--- config.mk ---
export PLATFORM = sky130hd
export DESIGN_NAME = wb_port_arbiter
export DESIGN_NICKNAME = d
export VERILOG_FILES = /design/src/rtl/wb_port_arbiter.sv
export SDC_FILE = /design/constraint.sdc
export NUM_CORES = 1
export LEC_CHECK = 0
export CAP_MARGIN = 20
export CORE_MARGIN = 4
export CORE_UTILIZATION = 45
export CTS_CLUSTER_DIAMETER = 100
export CTS_CLUSTER_SIZE = 12
export DETAILED_ROUTE_END_ITERATION = 10
export HOLD_SLACK_MARGIN = 0.08
export PLACE_DENSITY = 0.71
export SYNTH_ARGS = -nofsm -noshare
export SYNTH_HDL_FRONTEND = slang
export SYNTH_SLANG_ARGS = --single-unit
--- constraint.sdc ---
create_clock -name clk -period 8 [get_ports clk]
set_input_delay 1.6 -clock clk [delete_from_list [all_inputs] [get_ports clk]]
set_output_delay 1.6 -clock clk [all_outputs]
set_load 0.02 [all_outputs]
--- src/rtl/wb_port_arbiter.sv ---
// Register-file write-port arbiter: pipeline writeback vs. buffered MDU results.
// Optional same-cycle MDU bypass into an idle port: define WB_ARB_BYPASS_EN.
module wb_port_arbiter #(
    parameter int DEPTH    = 4,
    parameter int MAX_WAIT = 8
) (
    input  logic                     clk,
    input  logic                     rst,
    input  logic                     pipe_valid,
    input  logic [4:0]               pipe_rd,
    input  logic [31:0]              pipe_data,
    output logic                     pipe_stall,
    input  logic                     mdu_valid,
    output logic                     mdu_ready,
    input  logic [4:0]               mdu_rd,
    input  logic [31:0]              mdu_data,
    output logic                     rf_we,
    output logic [4:0]               rf_rd,
    output logic [31:0]              rf_wdata,
    output logic [$clog2(DEPTH):0]   fifo_count
);
    localparam int PW = $clog2(DEPTH);
    localparam int CW = PW + 1;
    localparam int WW = $clog2(MAX_WAIT + 1);

    typedef struct packed {
        logic [4:0]  rd;
        logic [31:0] data;
    } entry_t;

    entry_t          mem [DEPTH];
    entry_t          head;
    logic [PW-1:0]   wr_ptr, rd_ptr;
    logic [CW-1:0]   count;
    logic [WW-1:0]   wait_cnt;
    logic            empty, full, pipe_req, accept, push, pop, bypass;
    logic            grant_fifo, grant_pipe;

    assign empty      = (count == '0);
    assign full       = (count == CW'(DEPTH));
    assign head       = mem[rd_ptr];
    assign pipe_req   = pipe_valid && (pipe_rd != 5'd0);
    assign mdu_ready  = !full && !rst;
    assign accept     = mdu_valid && mdu_ready;

    assign grant_fifo = !empty && (!pipe_req || wait_cnt == WW'(MAX_WAIT));
    assign grant_pipe = !grant_fifo && pipe_req;
    assign pipe_stall = pipe_req && grant_fifo && !rst;

`ifdef WB_ARB_BYPASS_EN
    assign bypass = accept && (mdu_rd != 5'd0) && empty && !pipe_req;
`else
    assign bypass = 1'b0;
`endif

    // rd==0 MDU results finish the handshake but are dropped here
    assign push = accept && (mdu_rd != 5'd0) && !bypass;
    assign pop  = grant_fifo;

    always_ff @(posedge clk) begin
        if (push) mem[wr_ptr] <= '{rd: mdu_rd, data: mdu_data};
    end

    always_ff @(posedge clk) begin
        if (rst) begin
            wr_ptr   <= '0;
            rd_ptr   <= '0;
            count    <= '0;
            wait_cnt <= '0;
        end else begin
            if (push) wr_ptr <= wr_ptr + 1'b1;
            if (pop)  rd_ptr <= rd_ptr + 1'b1;
            count <= count + CW'(push) - CW'(pop);
            if (empty || pop)
                wait_cnt <= '0;
            else if (wait_cnt != WW'(MAX_WAIT))
                wait_cnt <= wait_cnt + 1'b1;
        end
    end

    // Address/data hold their last value on idle cycles
    always_ff @(posedge clk) begin
        if (rst) begin
            rf_we    <= 1'b0;
            rf_rd    <= '0;
            rf_wdata <= '0;
        end else begin
            rf_we <= grant_fifo || grant_pipe || bypass;
            if (grant_fifo) begin
                rf_rd    <= head.rd;
                rf_wdata <= head.data;
            end else if (grant_pipe) begin
                rf_rd    <= pipe_rd;
                rf_wdata <= pipe_data;
            end else if (bypass) begin
                rf_rd    <= mdu_rd;
                rf_wdata <= mdu_data;
            end
        end
    end

    assign fifo_count = count;
endmodule
==> flow_summary_export.csv <==
group,metric,value,unit
run_status,status,"completed",
yosys,ys_ff_latch,199,
clocking,ctsHoldBuffers,0,
global_routing,busiest_layer,"met2",
drt,totalWireLength,15500,um
floorplanning,start_util,45.9,%
drt,vias,4184,
clocking,cts.sinks,199,
floorplanning,io_pins,121,
worst_setup_path,start_kind,"input port",
worst_setup_path,cp-end-kind,"output pin",
placement,io_buffers,120,
sta,setup-tns-final,0,ns
worst_setup_path,crit_fanout,4,
clocking,cts-root-buf,"clkbuf_16",
clocking,cts_tree,"built",
yosys,synth_edf_count,148,
cells_and_area,area_delta_synth_final,27.1,%
global_routing,gr-total-overflow,0,
sta,fin_crit_sh,63.4,%
drt,antenna_left,0,
worst_setup_path,crit_start,"pipe_rd[3]",
sta,rsz0062_at_grt,"false",
yosys,yosysWarnings,0,
drt,detail_route.first_pass.iterations,4,
worst_setup_path,critPathKind,"in -> out",
worst_setup_path,path_delay_family,"buffers and inverters",
floorplanning,fp.dieW,138,um
global_routing,grt_max_degree,55,
yosys,syn_inst,406,
floorplanning,die_y,138,um
clocking,cts_made_buffers,17,
power,vdd_drop_max,0.000153,V
yosys,synthArstFlopShare,0,%
clocking,cts_resized,0,
placement,dp.cells,725,
yosys,synth_cell_types,36,
worst_setup_path,critPathSlowestCell,"or4_4",
global_routing,grt_antenna_before_repair,0,
floorplanning,rows,47,
yosys,synth_commonest_cells,"edfxtp_1, dfxtp_1, nor3b_1, a221o_1, mux4_2",
yosys,syn_area,7600,um^2
drt,wl_per_cell,20.5,um
yosys,synth_top_area_share,58.4,%
power,power_density,292,nW/um^2
worst_setup_path,critPathBufInv,2,
global_routing,grt_pass1_vias,4384,
yosys,yosysTopAreaCell,"edfxtp_1",
global_routing,grt_use_total,16.6,%
worst_setup_path,crit_path_frequent_cell,"clkdlybuf4s50_1",
clocking,clk_latency,0.43,ns
global_routing,grt_pass1_wl,24400,um
worst_setup_path,cpPeakStageDelay,0.57,ns
clocking,post_cts_buffers,0,
sta,finalSetupViolCount,0,
worst_setup_path,worstPathRequired,6.40,ns
placement,hpwl,9550,um
yosys,synth_flop_cell,"edfxtp_1",
worst_setup_path,worstReg2RegEnd,"fifo_count[2]",
worst_setup_path,crit_cells,5,
power,power,2.82,mW
clocking,cts_max_path_buffers,2,
yosys,synthTopCellsByArea,"edfxtp_1, dfxtp_1, mux4_2, a221o_1, nor3b_1",
floorplanning,coreArea,16600,um^2
drt,vias_per_cell,5.52,
worst_setup_path,reg2reg_depth,11,
sta,finalHoldViolations,0,
drt,drc,0,
worst_setup_path,crit_arrival,3.47,ns
placement,gp_congestion,0.739,
sta,fmax,197,MHz
floorplanning,die-area,19000,um^2
global_routing,met1_usage,21.7,%
yosys,seq_area_frac_synth,71.9,%
worst_setup_path,reg2reg_slack,5.12,ns
run,maxCapViolations,0,
sta,final_max_slew_viol_count,0,
sta,timing.final.crit_period,5.07,ns
sta,slew_headroom,30.2,%
worst_setup_path,reg2reg_from,"fifo_count[1]",
clocking,path_clk_slew,0.07,ns
drt,dr.first_iter.drc_count,244,
sta,hold_slack,0.488,ns
yosys,yosysMostFrequentCell,"edfxtp_1",
sta,tightestPinTransition,1.05,ns
cells_and_area,nNetsFinal,612,
global_routing,grt_util_met3,4.73,%
sta,clock_skew,0.00857,ns
power,p_leak,3.14,nW
worst_setup_path,crit_end,"pipe_stall",
cells_and_area,fillCellCount,1282,
yosys,synth_fp_nets,493,
worst_setup_path,crit_chain,"clkdlybuf4s50_1 -> or4_4 -> o21ai_2 -> nor4_1 -> clkdlybuf4s50_1",
clocking,htreeDepth,4,
cells_and_area,final_cells,758,
cells_and_area,antenna_cells,0,
global_routing,grtUsageMet2,26.9,%
cells_and_area,drive_gt1_share,16.0,%
worst_hold_path,hp-class,"reg -> reg",
cells_and_area,fin_util,58.3,%
yosys,synth.avg_cell_area,18.7,um^2
[logic make-up (layout without fill, tap and decap cells)]
group | count (synthesis) | count (layout) | share of synthesized area, %
xor+xnor | 4 | 4 | 0.461
simple gates | 72 | 72 | 6.27
compound gates | 47 | 47 | 6.07
flops | 199 | 199 | 71.9
fa+ha+maj | 9 | 9 | 1.58
mux | 40 | 40 | 11.4
buf+inv | 35 | 167 | 2.35
[cells in the final DEF (no fill, tap or decap), types with 4 or more instances in the layout]
| cell | count |
|---|---|
| ha_1 | 8 |
| nor2_1 | 12 |
| nand3_1 | 4 |
| and3_2 | 4 |
| clkdlybuf4s50_1 | 119 |
| dfxtp_1 | 49 |
| bufinv_16 | 5 |
| edfxtp_1 | 148 |
| clkbuf_16 | 18 |
| a221o_1 | 37 |
| inv_1 | 11 |
| mux4_2 | 37 |
| nor3b_1 | 38 |
[cell type report]
cell class | instances | area, um^2 | area share (%)
sequential | 199 | 5470 | 56.6
multi-input combinational | 172 | 1970 | 20.4
timing repair buffer | 124 | 1250 | 12.9
clock buffer | 21 | 472 | 4.88
tap | 220 | 275 | 2.85
clock inverter | 11 | 193 | 1.99
inverter | 11 | 41.3 | 0.427
[power by group]
group	switching [mW]	internal [mW]	total, mW
clock	0.356	0.583	0.938
combinational	0.283	0.314	0.598
sequential	0.0667	1.22	1.28
[through the flow]
stage / setup slack (ns) / area (um^2)
floorplan: 3.69 / 7600
global placement: 2.97 / 8970
detailed placement: 2.94 / 8970
CTS: 2.93 / 9640
global route: 2.85 / 9670
finish: 2.93 / 9670
[layer usage]
| layer | wire length [um] | share of wire [%] |
|---|---|---|
| met4 | 212 | 1.4 |
| met2 | 7750 | 50 |
| met3 | 1010 | 6.5 |
| met5 | 0 | 0 |
| met1 | 6560 | 42 |
[worst min path at each step]
stage | from | to | slack, ns | depth (start not counted)
after floorplan | wait_cnt[0] | wait_cnt[0] | 0.43 | 1
after global placement | wait_cnt[0] | wait_cnt[0] | 0.44 | 1
after detailed placement | wait_cnt[0] | wait_cnt[0] | 0.49 | 1
after CTS | wait_cnt[0] | wait_cnt[0] | 0.50 | 1
after global routing | rf_wdata[11] | rf_wdata[11] | 0.53 | 1
final | wait_cnt[0] | wait_cnt[0] | 0.49 | 1
[registers in the layout, summed over array words and instances, names as in the netlist, named ones only]
register,count
rf_rd,5
rf_wdata,32
mem,148
wait_cnt,4
rd_ptr,2
wr_ptr,2
fifo_count,3
rf_we,1
(Power assumes the default switching activity.)
